<file path="src/rtl/circuit2_hlsm_pkg.sv">
// Shared types and constants for the scheduled d/e/f compare-select-shift engine.
package circuit2_hlsm_pkg;

  localparam int DATAWIDTH_DEFAULT = 32;
  localparam int WIDTH_DEFAULT     = 2;

  typedef enum logic [2:0] {
    IDLE  = 3'd0,
    S1    = 3'd1,
    S2    = 3'd2,
    S3    = 3'd3,
    S4    = 3'd4,
    S5    = 3'd5,
    S6    = 3'd6,
    FINAL = 3'd7
  } state_t;

  typedef enum logic {
    ALU_ADD = 1'b0,
    ALU_SUB = 1'b1
  } alu_mode_t;

endpackage

</file>
<file path="src/rtl/circuit2_hlsm_if.sv">
// Start/Done handshake, operand and result bundle between the sequencer and the engine.
interface circuit2_hlsm_if #(
  parameter int DATAWIDTH = circuit2_hlsm_pkg::DATAWIDTH_DEFAULT,
  parameter int WIDTH     = circuit2_hlsm_pkg::WIDTH_DEFAULT
);

  logic                 Start;
  logic [DATAWIDTH-1:0] a;
  logic [DATAWIDTH-1:0] b;
  logic [DATAWIDTH-1:0] c;
  logic                 Busy;
  logic                 Done;
  logic [WIDTH-1:0]     dLTe;
  logic [WIDTH-1:0]     dEQe;
  logic [DATAWIDTH-1:0] g;
  logic [DATAWIDTH-1:0] h;
  logic [DATAWIDTH-1:0] x;
  logic [DATAWIDTH-1:0] z;

  modport master (
    output Start, a, b, c,
    input  Busy, Done, dLTe, dEQe, g, h, x, z
  );

  modport slave (
    input  Start, a, b, c,
    output Busy, Done, dLTe, dEQe, g, h, x, z
  );

endinterface

</file>
<file path="src/rtl/circuit2_hlsm_alu.sv">
// Shared adder/subtractor; one instance serves every arithmetic state of the schedule.
module hlsm_alu
  import circuit2_hlsm_pkg::*;
#(
  parameter int DATAWIDTH = DATAWIDTH_DEFAULT
) (
  input  logic [DATAWIDTH-1:0] op1,
  input  logic [DATAWIDTH-1:0] op2,
  input  alu_mode_t            mode,
  output logic [DATAWIDTH-1:0] result
);

  always_comb begin
    result = (mode == ALU_SUB) ? (op1 - op2) : (op1 + op2);
  end

endmodule

</file>
<file path="src/rtl/circuit2_hlsm.sv">
// Multi-cycle d/e/f compare-select-shift engine: FSM controller plus a datapath
// that time-shares a single ALU; results match the combinational graph bit for bit.
module circuit2_hlsm
  import circuit2_hlsm_pkg::*;
#(
  parameter int DATAWIDTH = DATAWIDTH_DEFAULT,
  parameter int WIDTH     = WIDTH_DEFAULT
) (
  input logic            Clk,
  input logic            Rst,
  circuit2_hlsm_if.slave bus
);

  state_t state;
  state_t state_next;

  logic [DATAWIDTH-1:0] reg_a, reg_b, reg_c;
  logic [DATAWIDTH-1:0] d, e, f;
  logic [DATAWIDTH-1:0] g, h, x, z;
  logic [WIDTH-1:0]     dlte, deqe;

  alu_mode_t            alu_mode;
  logic                 alu_sel_c;
  logic [DATAWIDTH-1:0] alu_result;
  logic                 busy, done;
  logic                 d_lt_e;

  // State register.
  always_ff @(posedge Clk) begin
    // NOTE: sequential state uses non-blocking assignments so every register
    // samples pre-edge values, regardless of statement order.
    if (!Rst) state <= IDLE;
    else      state <= state_next;
  end

  // Next-state logic.
  always_comb begin
    // NOTE: default assignment first so no path through the case infers a latch.
    state_next = state;
    case (state)
      IDLE:    if (bus.Start) state_next = S1;
      S1:      state_next = S2;
      S2:      state_next = S3;
      S3:      state_next = S4;
      S4:      state_next = S5;
      S5:      state_next = S6;
      S6:      state_next = FINAL;
      FINAL:   state_next = IDLE;
      default: state_next = IDLE;
    endcase
  end

  // Output decode: handshake status and ALU control, straight from the state.
  always_comb begin
    busy      = (state != IDLE);
    done      = (state == FINAL);
    alu_mode  = ALU_ADD;
    alu_sel_c = 1'b0;
    case (state)
      S2:      alu_sel_c = 1'b1;
      S3:      alu_mode  = ALU_SUB;
      default: ;
    endcase
  end

  // Operand one is always A; operand two is C only while computing e.
  hlsm_alu #(
    .DATAWIDTH(DATAWIDTH)
  ) u_alu (
    .op1    (reg_a),
    .op2    (alu_sel_c ? reg_c : reg_b),
    .mode   (alu_mode),
    .result (alu_result)
  );

  assign d_lt_e = (d < e);

  // Datapath registers; each is written on the edge that leaves its scheduled state.
  always_ff @(posedge Clk) begin
    if (!Rst) begin
      reg_a <= '0;
      reg_b <= '0;
      reg_c <= '0;
      d     <= '0;
      e     <= '0;
      f     <= '0;
      g     <= '0;
      h     <= '0;
      x     <= '0;
      z     <= '0;
      dlte  <= '0;
      deqe  <= '0;
    end else begin
      case (state)
        IDLE: begin
          if (bus.Start) begin
            reg_a <= bus.a;
            reg_b <= bus.b;
            reg_c <= bus.c;
          end
        end
        S1: d <= alu_result;
        S2: e <= alu_result;
        S3: begin
          f    <= alu_result;
          dlte <= WIDTH'(d_lt_e);
          deqe <= WIDTH'(!d_lt_e);
        end
        S4: g <= (dlte != '0) ? d : e;
        S5: begin
          h <= (deqe != '0) ? g : f;
          x <= g << dlte;
        end
        S6: z <= h >> deqe;
        default: ;
      endcase
    end
  end

  assign bus.Busy = busy;
  assign bus.Done = done;
  assign bus.dLTe = dlte;
  assign bus.dEQe = deqe;
  assign bus.g    = g;
  assign bus.h    = h;
  assign bus.x    = x;
  assign bus.z    = z;

endmodule

</file>
<file path="src/flat_wrapper.sv">
// flat-port wrapper written by rule: the top's interface ports become plain ports
module circuit2_hlsm_flat import circuit2_hlsm_pkg::*;
#(
  parameter int DATAWIDTH = DATAWIDTH_DEFAULT,
  parameter int WIDTH     = WIDTH_DEFAULT
)
  (Clk, Rst, bus_Start, bus_a, bus_b, bus_c, bus_Busy, bus_Done, bus_dLTe, bus_dEQe, bus_g, bus_h, bus_x, bus_z);
  circuit2_hlsm_if #(.DATAWIDTH(DATAWIDTH), .WIDTH(WIDTH)) bus_i ();
  input logic Clk;
  input logic Rst;
  input wire logic [$bits(bus_i.Start)-1:0] bus_Start;
  input wire logic [$bits(bus_i.a)-1:0] bus_a;
  input wire logic [$bits(bus_i.b)-1:0] bus_b;
  input wire logic [$bits(bus_i.c)-1:0] bus_c;
  output wire logic [$bits(bus_i.Busy)-1:0] bus_Busy;
  output wire logic [$bits(bus_i.Done)-1:0] bus_Done;
  output wire logic [$bits(bus_i.dLTe)-1:0] bus_dLTe;
  output wire logic [$bits(bus_i.dEQe)-1:0] bus_dEQe;
  output wire logic [$bits(bus_i.g)-1:0] bus_g;
  output wire logic [$bits(bus_i.h)-1:0] bus_h;
  output wire logic [$bits(bus_i.x)-1:0] bus_x;
  output wire logic [$bits(bus_i.z)-1:0] bus_z;
  assign bus_i.Start = bus_Start;
  assign bus_i.a = bus_a;
  assign bus_i.b = bus_b;
  assign bus_i.c = bus_c;
  assign bus_Busy = bus_i.Busy;
  assign bus_Done = bus_i.Done;
  assign bus_dLTe = bus_i.dLTe;
  assign bus_dEQe = bus_i.dEQe;
  assign bus_g = bus_i.g;
  assign bus_h = bus_i.h;
  assign bus_x = bus_i.x;
  assign bus_z = bus_i.z;
  circuit2_hlsm #(.DATAWIDTH(DATAWIDTH), .WIDTH(WIDTH)) u_core (.Clk(Clk), .Rst(Rst), .bus(bus_i));
endmodule
</file>
<file path="config.mk">
export PLATFORM = sky130hd
export DESIGN_NAME = circuit2_hlsm_flat
export DESIGN_NICKNAME = d
export VERILOG_FILES = /design/src/rtl/circuit2_hlsm_pkg.sv /design/src/rtl/circuit2_hlsm_if.sv /design/src/rtl/circuit2_hlsm_alu.sv /design/src/rtl/circuit2_hlsm.sv /design/src/flat_wrapper.sv
export SDC_FILE = /design/constraint.sdc
export NUM_CORES = 1
export LEC_CHECK = 0
export BUFFER_PORTS_ARGS = -buffer_cell sky130_fd_sc_hd__buf_2
export CORE_MARGIN = 2
export CORE_UTILIZATION = 60
export DETAILED_ROUTE_END_ITERATION = 10
export PLACE_DENSITY = 0.88
export SETUP_SLACK_MARGIN = 0.4
export SLEW_MARGIN = 20
export SYNTH_ARGS = -nofsm -noshare
export SYNTH_HDL_FRONTEND = slang
export SYNTH_SLANG_ARGS = --single-unit
</file>
<file path="constraint.sdc">
create_clock -name Clk -period 9 [get_ports Clk]
set_input_delay 2.25 -clock Clk [delete_from_list [all_inputs] [get_ports Clk]]
set_output_delay 2.25 -clock Clk [all_outputs]
set_load 0.1 [all_outputs]
</file>
* Yosys cells after proc, flatten, opt, wreduce, memory -nomap -nowiden *
Index checks and enable logic that the tools add are counted.

cells by class
  mux-type cells = 8
  shifts and indexed selects = 2
  magnitude comparators = 1
  reduce and logical (&&, ||, !) cells = 4
  add/sub/neg operators = 2
  equal/unequal tests = 8

operator list
  cell                count
  $mux 32             4
  $add 32x32->32      1
  $lt 32x32->1        1
  $shl 32x1->32       1
  $shr 32x1->32       1
  $sub 32x32->32      1
  $pmux 3 s8          1
  $eq 3x3->1 const B  4
  $eq 3x2->1 const B  2
  $eq 3x1->1 const B  1
  $logic_not 3->1     1
  $mux 3              1
  $reduce_bool 3->1   1
  $mux 1              2
  $ne 2x2->1 const B  1
  $reduce_and 2->1    1
  $logic_not 1->1     1

storage, ports and cells
  bits in registers = 325
  output and inout bits = 134
  bits of input ports = 99

* Longest topological paths before layout *
Gate-level depths: netlist (run 1).

  word-level depth = 5
  mapped depth = 22
  gate-level depth less buffers = 19

* Hierarchy *
Synthesis (run 1) repeated with hierarchy kept, for this count alone.

unflattened totals
  cell total of the unflattened synthesis = 1994
  area, all modules = 16584.7 um^2

by module, submodules not included
  module         cells each  area an instance (um^2)  instances
  circuit2_hlsm  1655        14209.9                  1
  hlsm_alu       339         2374.8                   1

* Least setup slack after synthesis (run 1) *
Ideal clock, no wire load.

  path kind = flip-flop to flip-flop
  start point = reg u_core.state[0]
  end point = reg u_core.d[31]
  path buffers = 5
  path slack = 4.430 ns
  arrival = 4.508 ns
  clock period less this slack = 4.570 ns
  stages on the path, launching flop included = 20
  required time = 8.938 ns
  setup time = 0.062 ns
  path through = dfxtp_1 -> inv_1 -> ha_1 -> nand2b_1 -> buf_6 -> clkbuf_1 -> buf_2 -> buf_2 -> buf_2 -> mux2i_1 -> xnor2_1 -> ha_1 -> nor2b_1 -> o31a_1 -> o2111ai_1 -> a211oi_2 -> o31a_2 -> mux2i_1 -> or4_1 -> nand3_1

on the way
  cells in the longest elaborated chain, start to end = 5
  elaborated cells between the ends (all ways) = 9
  classes of those cells = add/sub: 2; eq/ne: 3; mux: 4

RTL lines
  item                                              line                     source
  start: declaration                                circuit2_hlsm.sv:14      state_t state;
  start signal: assignment                          circuit2_hlsm.sv:33      else state <= state_next;
  $eq 3x2->1                                        circuit2_hlsm.sv:59      case (state)
  $mux 1                                            circuit2_hlsm.sv:59
  $mux 32                                           circuit2_hlsm.sv:71      .op2 (alu_sel_c ? reg_c : reg_b),
  $add 32x32->32 or $sub 32x32->32 (tied branches)  circuit2_hlsm_alu.sv:14  result = (mode == ALU_SUB) ? (op1 - op2) : (op1 + op2);
  $mux 32                                           circuit2_hlsm_alu.sv:14
  end signal: assignment                            circuit2_hlsm.sv:102     S1: d <= alu_result;
  end: declaration                                  circuit2_hlsm.sv:18      logic [DATAWIDTH-1:0] d, e, f;

Several ways; a longest one is shown, not always the timed one.
A chain may end at the register's enable or synchronous reset.

* Worst setup path after layout (run 1) *
Same ends and word-level chain as after synthesis.

==> summary.txt, run 1 <==
Synth
  – Post-synth EDFFs: 0
  – Post-synthesis async set-or-reset flop share: 0%
  – Largest area contributor in the netlist: dfxtp_1
  – Yosys cell types: 67
  – Syn Area/Cell: 8.47 µm²
  – Post-synthesis sequential area ratio: 38.7%
  – Predominant post-synthesis flop cell: dfxtp_1
  – Count leader, synth: nand2_1
  – Ranking of synthesized cells by area: dfxtp_1 39%, nand2_1 11%, o211a_1 7.8%
  – Yosys warnings: 0
  – Synth Instances: 1985
  – Register bit total from synthesis: 325
  – Top-area cell type share of the netlist area: 38.7%
  – Top cells by count, synth: 472 x nand2_1, 325 x dfxtp_1, 150 x a21boi_0
  – Synthesized area: 16800 µm²

Clock network
  – TritonCTS Buffers: 35
  – Root buffer cell: clkbuf_16
  – Clk buf depth: 3
  – H-tree depth: 2
  – Hold Buf Count CTS: 0
  – CTS tree: done
  – CTS resizes: 0
  – Worst-Skew Late Latency: 0.52 ns
  – CTS sink count: 325
  – Setup bufs post-CTS: 0
  – Reg clk slew, reported paths: 0.06 ns

Global route
  – Initial antenna violation count: 0
  – First-pass GRT wire length: 68100 µm
  – Maximum number of pins on one net before global-route repair: 132
  – GR Util All Layers: 28.1%
  – Vias in the first global route: 13700
  – Total gr overflow: 0

Placement
  – RD Place Congestion: 0.902
  – Port Buffer Count: 230
  – Placed instance area: 18000 µm²
  – Worst slack, placed: 3.94 ns
  – HPWL after DPL: 29100 µm

Detailed routing
  – Via count: 15100
  – Final routed DRC violation total: 0
  – DRT Wirelength: 42400 µm
  – DRT antenna net count: 0
  – Wire per inst: 16.8 µm
  – Initial DRC Count: 1421
  – DR vias/cell: 5.98
  – 1st-pass router iterations: 8

Timing
  – Worst slew pin tran: 1.04 ns
  – Period utilisation layout: 57.0%
  – Fin Clk Skew: 0.00882 ns
  – Setup-failing EPs final: 0
  – Normalized max-slew margin: 30.6%
  – Unrepaired setup endpoints after global routing: false
  – Fin Setup TNS: 0 ns
  – Fmax: 0.195 GHz
  – Worst setup margin: 3.87 ns
  – Final count of hold timing violations: 0
  – Fin crit period: 5.13 ns
  – Slew Limit Fails: 0

Worst hold path
  – Hold Path Depth: 2
  – HP Start: u_core.e[1]
  – Hold Path Sink: u_core.e[1]
  – Hold Crit Class: reg2reg

Floorplan
  – I/O pin count: 233
  – FP Rows: 61
  – Die X: 171 µm
  – Initial Util: 60.7%
  – Chip height: 171 µm
  – Die area: 29400 µm²
  – Core Area: 27700 µm²

Power and ir drop
  – Total power: 6.24 mW
  – Pleak: 9.20 nW
  – Power per standard cell area: 325 nW/µm²
  – Max VDD drop: 0.176 mV

Setup path
  – Worst-path fanout max: 41
  – Crit-path cells: inv_1 -> ha_1 -> nand2b_4 -> mux2i_1 -> nand3_2 -> and4b_2 -> inv_1 -> nor2_1 -> nor2_1 -> xor2_1 -> ha_1 -> a21o_1 -> o21a_1 -> a311o_1 -> o31a_2 -> mux2i_1 -> or4_1 -> nand3_1
  – R2R setup slack: 3.87 ns
  – Reg-to-reg startpoint: u_core.state[0]
  – Reg-to-reg critical path endpoint: u_core.d[31]
  – Max incr delay on CP: 0.53 ns
  – Crit end category: flip-flop
  – Worst path top cell family by delay: simple AND/OR/NAND/NOR gates
  – Critical Path AT: 5.58 ns
  – Buffers plus inverters on the worst setup path: 2
  – Worst Setup Start Kind: flip-flop
  – Req. time, crit path: 9.46 ns
  – Worst Setup Path Type: reg2reg
  – CP max stage cell: or4_1
  – Reg2Reg Depth: 18

Finish
  – Area growth, synth to finish: 14.0%
  – Fin nets: 2284
  – Ant. Diodes: 0
  – Fill cell count: 2107
  – Post-route cell area: 19200 µm²
  – Share of layout cells above drive strength 1: 15.2%
  – Fin util: 69.2%

Outcome
  – Status: complete, no violations

Job
  – MaxCap Viol Count: 0
## per-stage QoR
step | hold slack, ns | instances
floorplan | 0.440 | 1986
global placement | 0.453 | 2458
detailed placement | 0.459 | 2458
CTS | 0.467 | 2519
global route | 0.488 | 2520
finish | 0.466 | 2520
## area by class of cell
type	instances	area (µm²)	area share [%]
Clock inverter	19	174	0.908
Clock buffer	42	953	4.98
Tap cell	378	473	2.47
Sequential cell	325	6510	34.0
Timing Repair Buffer	244	1280	6.71
Multi-Input combinational cell	1466	9590	50.0
Inverter	46	173	0.901
## cell families after synthesis
| kind of cell | synth area share (%) |
|---|---|
| AND/OR/NAND/NOR | 18.0 |
| XOR/XNOR | 2.55 |
| multiplexers | 7.57 |
| adder cells (fa/ha/maj) | 5.03 |
| other | 0.0223 |
| flip-flops | 38.7 |
| buffers and inverters | 4.47 |
| AO/OA/AOI/OAI | 23.7 |
## routing by layer
layer | track usage (%) | vias to the layer above | part of all wire [%]
met5 | 0 | - | 0
met3 | 4.58 | 84 | 7.3
met2 | 45.5 | 636 | 45
met1 | 38.8 | 7121 | 46
li1 | - | 7229 | -
met4 | 8.14 | 0 | 2.1
## flip-flops by register name, summed over array words and instances (netlist names)
name / count
u_core.reg_c: 32
u_core.bus.dEQe: 1
u_core.d: 32
u_core.bus.h: 32
u_core.f: 32
u_core.state: 3
u_core.bus.g: 32
u_core.bus.x: 32
u_core.reg_a: 32
u_core.bus.z: 32
u_core.reg_b: 32
u_core.bus.dLTe: 1
u_core.e: 32
## worst max-delay path by stage
stage / end / slack [ns] / cells after the start / start
final: u_core.d[31] / 3.87 / 18 / u_core.state[0]
after global routing: u_core.e[15] / 3.38 / 17 / u_core.state[0]
after CTS: u_core.d[31] / 3.91 / 18 / u_core.state[0]
after detailed placement: u_core.d[31] / 3.94 / 18 / u_core.state[0]
after global placement: u_core.d[31] / 4.06 / 18 / u_core.state[0]
after floorplan: u_core.d[31] / 4.43 / 19 / u_core.state[0]
## tightest hold or removal path: stages, from the launching register on
cell	delay, ns
dfxtp_1	0.31
nand2_1	0.04
a21boi_0	0.06
## report_power, final
part | switching (mW) | internal (mW)
logic | 1.93 | 0.957
clock network | 0.590 | 0.819
registers | 0.243 | 1.69
## placed cells by master, fill, tap and decap left out, types with 50 or more instances in the layout
cell	netlist	layout
a21boi_0	150	150
a21oi_1	50	50
buf_2	4	229
dfxtp_1	325	323
ha_1	66	66
mux2i_1	126	126
nand2_1	472	472
nor2_1	64	63
o211a_1	131	131
o21ai_0	58	58
No activity file was read; power rests on OpenSTA's default activity.
==> run 2: changes to the inputs <==
- CORE_UTILIZATION: 60 -> 58
- PLACE_DENSITY: 0.88 -> 0.85
- clock period: 9 -> 5.2 ns (I/O delays scaled with it)
==> run 2 against run 1 <==
Effect of this change: sequential power grew 71%; core utilization shrank 1.9 points; first-iteration DRC count shrank 11%; hold slack gained 0.0041 ns; clock skew grew 0.010 ns; power grew 73%; cell count grew 0.71%; non-clock buffer count grew 12; register-to-register slack lost 3.2 ns; global-route usage shrank 0.78 points; clock power grew 66%.
==> summary.txt, run 2 (synthesis gave the netlist of run 1 again) <==
Outcome
  – Status: complete, no violations

Detailed routing
  – Final routed DRC violation total: 0
  – Initial DRC Count: 1263
  – DR vias/cell: 5.92
  – Wire per inst: 17.1 µm
  – DRT antenna net count: 0
  – 1st-pass router iterations: 5
  – Via count: 15000
  – DRT Wirelength: 43300 µm

Timing
  – Worst slew pin tran: 1.02 ns
  – Slew Limit Fails: 0
  – Fin Clk Skew: 0.0192 ns
  – Normalized max-slew margin: 32.1%
  – Fin crit period: 4.56 ns
  – Fin Setup TNS: 0 ns
  – Setup-failing EPs final: 0
  – Final count of hold timing violations: 0
  – Unrepaired setup endpoints after global routing: false
  – Period utilisation layout: 87.8%
  – Fmax: 0.219 GHz
  – Worst setup margin: 0.637 ns

Finish
  – Fin nets: 2295
  – Most frequent cells in the layout: 472 x nand2_1, 322 x dfxtp_1, 229 x buf_2
  – Share of layout cells above drive strength 1: 16.2%
  – Fin util: 67.3%
  – Area growth, synth to finish: 14.6%
  – Commonest non-fill, non-tap cell in the layout: nand2_1
  – Ant. Diodes: 0

Global route
  – First-pass GRT wire length: 69500 µm
  – Total gr overflow: 0
  – GR Util All Layers: 27.3%
  – Initial antenna violation count: 0
  – Vias in the first global route: 13900
  – Maximum number of pins on one net before global-route repair: 155

Power and ir drop
  – Int Power: 6.01 mW
  – Power per standard cell area: 562 nW/µm²
  – Net switching power: 4.81 mW
  – Net Sw Frac: 44.5%
  – Max VDD drop: 0.279 mV
  – Clock share of power: 21.6%
  – Total power: 10.8 mW
  – Combinational power share: 47.7%
  – Pleak: 9.24 nW
  – Power share of the sequential group: 30.7%

Clock network
  – Clk buf depth: 3
  – H-tree depth: 2
  – Hold Buf Count CTS: 0
  – Root buffer cell: clkbuf_16
  – Worst-Skew Late Latency: 0.52 ns
  – TritonCTS Buffers: 34
  – Reg clk slew, reported paths: 0.07 ns
  – CTS sink count: 325
  – CTS tree: done

Placement
  – Port Buffer Count: 230
  – HPWL after DPL: 30000 µm
  – Worst slack, placed: 0.413 ns
  – RD Place Congestion: 0.936

Floorplan
  – I/O pin count: 233
  – Die area: 30400 µm²
  – Chip height: 174 µm
  – Core Area: 28600 µm²
  – Die X: 174 µm
  – FP Rows: 62
  – Initial Util: 58.7%

Setup path
  – Worst-path fanout max: 7
  – Worst Setup Path Type: reg2reg
  – Req. time, crit path: 5.65 ns
  – Crit end category: flip-flop
  – Worst Setup Start Kind: flip-flop
  – Critical Path AT: 5.01 ns

Job
  – MaxCap Viol Count: 0

Worst hold path
  – Hold Crit Class: reg2reg
## run 2: changes by cell type in the layout (fill, tap and decap cells not counted), moves of 2 or more
cell | before | now
clkinv_1 | 4 | 0
ha_2 | 0 | 2
bufinv_16 | 2 | 0
a2111oi_0 | 3 | 1
ha_1 | 66 | 63
buf_4 | 13 | 25
clkinv_2 | 5 | 8
clkbuf_1 | 3 | 7
inv_6 | 4 | 0
## run 2: critical path: stages (launching register included)
cell	delay, ns
dfxtp_1	0.38
inv_2	0.08
ha_4	0.18
and2b_2	0.24
or3_1	0.33
a211oi_2	0.25
and4b_2	0.33
inv_1	0.06
nor2_2	0.14
nor2_1	0.06
xor2_1	0.16
ha_2	0.33
a21o_1	0.20
o21a_1	0.19
a311o_1	0.38
o31a_2	0.36
mux2i_1	0.19
or4_1	0.53
nand3_1	0.10
## run 2: area by class of cell
| type | count | area [µm²] |
|---|---|---|
| fillers | 2293 | 9360 |
| clock inverters | 14 | 104 |
| repair buffers | 256 | 1370 |
| clock buffers | 47 | 982 |
| inverters | 46 | 173 |
| flip-flops and latches | 325 | 6520 |
| multi-input cells | 1466 | 9640 |
| well taps | 384 | 480 |
## run 2: routing by layer
layer	up-vias	part of all wire, %	track usage, %
met5	-	0	0
met4	0	2.0	7.32
met3	81	7.7	3.98
met2	657	44	43.2
met1	7035	46	39.0
li1	7257	-	-
## run 2: path summary, 6_finish.rpt
| path | from | end | slack [ns] | cells past startpoint |
|---|---|---|---|---|
| max | u_core.state[0] | u_core.e[31] | 0.64 | 18 |
| min | u_core.f[16] | u_core.f[16] | 0.47 | 2 |
| max reg2reg | u_core.state[0] | u_core.e[31] | 0.64 | 18 |
| min reg2reg | u_core.f[16] | u_core.f[16] | 0.47 | 2 |
## run 2: timing repair
| item | CTS | global route |
|---|---|---|
| cloned | 0 | 0 |
| setup endpoints to repair | 2 | 34 |
| resized for setup | 1 | 14 |
| setup buffers | 5 | 2 |
| pin swaps | 0 | 4 |
## run 2: stage by stage
stage	instances	cell area (µm²)	hold slack (ns)
2_1_floorplan	1986	16800	0.440
3_3_place_gp	2469	18100	0.453
3_5_place_dp	2469	18100	0.460
4_1_cts	2535	19200	0.471
5_1_grt	2538	19300	0.492
6_report	2538	19300	0.470
## run 2: power groups by stage
stage | sequential, mW | clock, mW | combinational (mW)
after floorplan | 3.69 | 0 | 3.39
final | 3.32 | 2.34 | 5.17
after detailed placement | 3.36 | 0 | 4.93
after global routing | 3.36 | 2.47 | 5.62
after global placement | 3.33 | 0 | 4.77
after CTS | 3.30 | 2.37 | 4.99
==> run 3: changes to the inputs <==
- CORE_MARGIN: 2 -> default
==> run 3 against run 2 <==
Effect of this change: clock skew is 0.0075 ns lower; combinational power about the same; power increased by 1.7%; non-clock buffer count up 3; setup slack lost 0.12 ns; count of clock-buffer cells in the layout unchanged; highest routed layer unchanged; routed wire length is 0.29% lower; first-iteration DRC count shrank 2.8%; die area decreased by 2.3%; largest power group unchanged; hold slack lost 0.0047 ns; core utilization grew 1.5 points; register-to-register slack lost 0.12 ns.
==> summary.txt, run 3 (synthesis gave the netlist of run 1 again) <==
Floorplan
  – I/O pin count: 233
  – Die area: 29700 µm²
  – Chip height: 172 µm
  – Core Area: 28200 µm²
  – Die X: 172 µm
  – Initial Util: 59.7%
  – FP Rows: 61

Global route
  – First-pass GRT wire length: 68100 µm
  – Total gr overflow: 0
  – GR Util All Layers: 28.3%
  – Maximum number of pins on one net before global-route repair: 101
  – Initial antenna violation count: 0
  – Vias in the first global route: 13600

Setup path
  – Buffers plus inverters on the worst setup path: 2
  – Worst Setup Path Type: reg2reg
  – Worst-path fanout max: 6
  – Worst Setup Start Kind: flip-flop
  – Reg2Reg Depth: 18
  – Worst path top cell family by delay: simple AND/OR/NAND/NOR gates
  – Crit end category: flip-flop
  – Req. time, crit path: 5.66 ns
  – Reg-to-reg startpoint: u_core.state[0]
  – Max incr delay on CP: 0.52 ns
  – Reg-to-reg critical path endpoint: u_core.e[31]
  – CP max stage cell: or4_1
  – Crit-path cells: inv_1 -> ha_4 -> or4b_1 -> o31ai_2 -> nand3_2 -> and4b_2 -> inv_1 -> nor2_2 -> nor2_1 -> xor2_1 -> ha_1 -> a21o_1 -> o21a_1 -> a311o_1 -> o31a_4 -> mux2i_4 -> or4_1 -> nand3_1
  – R2R setup slack: 0.52 ns
  – Critical Path AT: 5.14 ns
  – CP most frequent cell: inv_1

Power and ir drop
  – Net Sw Frac: 43.5%
  – Int Power: 6.22 mW
  – Max VDD drop: 0.352 mV
  – Net switching power: 4.78 mW
  – Clock share of power: 22.9%
  – Power share of the sequential group: 30.4%
  – Power per standard cell area: 567 nW/µm²
  – Pleak: 9.31 nW
  – Combinational power share: 46.7%

Finish
  – Area growth, synth to finish: 15.3%
  – Share of layout cells above drive strength 1: 16.4%
  – Multi-input combinational cell area: 9670 µm²
  – Ant. Diodes: 0
  – Sequential Area: 6520 µm²
  – Commonest non-fill, non-tap cell in the layout: nand2_1
  – Most frequent cells in the layout: 472 x nand2_1, 321 x dfxtp_1, 229 x buf_2
  – Fill cell count: 2233
  – Fin nets: 2298

Placement
  – RD Place Congestion: 0.893
  – Port Buffer Count: 230
  – HPWL after DPL: 29800 µm

Timing
  – Fin Clk Skew: 0.0117 ns
  – Worst hold slack: 0.465 ns
  – Fmax: 0.214 GHz
  – Worst slew pin tran: 0.999 ns
  – Fin Setup TNS: 0 ns
  – Period utilisation layout: 90.0%
  – Slew Limit Fails: 0
  – Normalized max-slew margin: 33.3%
  – Unrepaired setup endpoints after global routing: true
  – Final count of hold timing violations: 0
  – Fin crit period: 4.68 ns
  – Setup-failing EPs final: 0

Detailed routing
  – DR vias/cell: 5.91
  – Via count: 15000
  – DRT Wirelength: 43200 µm
  – Met3 wire length: 2900 µm
  – Initial DRC Count: 1228
  – DRT antenna net count: 0
  – Wire per inst: 17.0 µm
  – WL met1: 20400 µm
  – Top Layer Used: met4
  – 1st-pass router iterations: 5
  – WL met2: 18900 µm
  – Final routed DRC violation total: 0

Worst hold path
  – Hold Path Depth: 2
  – Hold Path Sink: u_core.e[7]
  – HP Start: u_core.e[7]
  – Hold Crit Class: reg2reg

Clock network
  – H-tree depth: 2
  – Clk buf depth: 3
  – CTS tree: done
  – Root buffer cell: clkbuf_16
  – Hold Buf Count CTS: 0
  – Reg clk slew, reported paths: 0.06 ns
  – CTS sink count: 325
  – TritonCTS Buffers: 34
  – Worst-Skew Late Latency: 0.52 ns

Outcome
  – Status: complete, no violations

Job
  – MaxCap Viol Count: 0
-- run 3: changes by cell type in the layout (fill, tap and decap cells not counted), moves of 2 or more --
| cell | change |
|---|---|
| ha_2 | -2 |
| a21oi_2 | +2 |
| clkinvlp_4 | -3 |
| a21oi_1 | -2 |
| mux2i_1 | -2 |
| bufinv_16 | +4 |
| buf_4 | +3 |
-- run 3: metrics by stage --
step | instances | area (µm²) | power (mW) | setup slack [ns] | utilization, %
2_1_floorplan | 1986 | 16800 | 7.08 | 0.630 | -
5_1_grt | 2536 | 19400 | 11.7 | 0.364 | 68.8
6_report | 2536 | 19400 | 11.0 | 0.518 | 68.8
3_3_place_gp | 2465 | 18100 | 8.09 | 0.585 | 64.1
4_1_cts | 2534 | 19300 | 10.9 | 0.414 | 68.5
3_5_place_dp | 2465 | 18100 | 8.26 | 0.333 | 64.1
-- run 3: routing by layer --
layer  GRT usage [%]  up-vias
met2            44.9      544
li1                -     7249
met3            3.91       83
met1            39.8     7116
met5               0        -
met4            8.23        0
-- run 3: worst max path at each step --
stage / start / endpoint / slack [ns] / cells past startpoint
after detailed placement: u_core.state[0] / u_core.e[31] / 0.33 / 18
after floorplan: u_core.state[0] / u_core.e[31] / 0.63 / 19
after global placement: u_core.state[0] / u_core.d[31] / 0.59 / 18
after CTS: u_core.state[0] / u_core.e[31] / 0.41 / 18
final: u_core.state[0] / u_core.e[31] / 0.52 / 18
after global routing: u_core.state[0] / u_core.d[29] / 0.36 / 18
-- run 3: power by group through the flow --
stage	Clock (mW)	Combinational [mW]	Sequential, mW
after detailed placement	0	4.88	3.38
after global placement	0	4.74	3.36
after CTS	2.55	4.99	3.33
after global routing	2.65	5.61	3.39
final	2.51	5.14	3.35
after floorplan	0	3.39	3.69
-- run 3: timing repair --
| action | in CTS | in global routing |
|---|---|---|
| resized for setup | 1 | 17 |
| endpoints found under the setup margin | 2 | 36 |
| buffers inserted | 7 | 2 |
| pin swaps | 2 | 7 |
-- run 3: cell type report --
type                    count  share of cell area, %
multi-input cells        1466                   49.9
flip-flops and latches    325                   33.6
repair buffers            259                   7.17
clock buffers              47                   4.96
well taps                 378                   2.44
clock inverters            15                   1.06
inverters                  46                  0.891
-- run 3: worst reg2reg max path, stage by stage (launching register included) --
cell and delay, ns:
dfxtp_2 0.33, inv_1 0.13, ha_4 0.19, or4b_1 0.48
o31ai_2 0.12, nand3_2 0.19, and4b_2 0.39, inv_1 0.07
nor2_2 0.15, nor2_1 0.07, xor2_1 0.16, ha_1 0.36
a21o_1 0.20, o21a_1 0.19, a311o_1 0.40, o31a_4 0.34
mux2i_4 0.21, or4_1 0.52, nand3_1 0.10
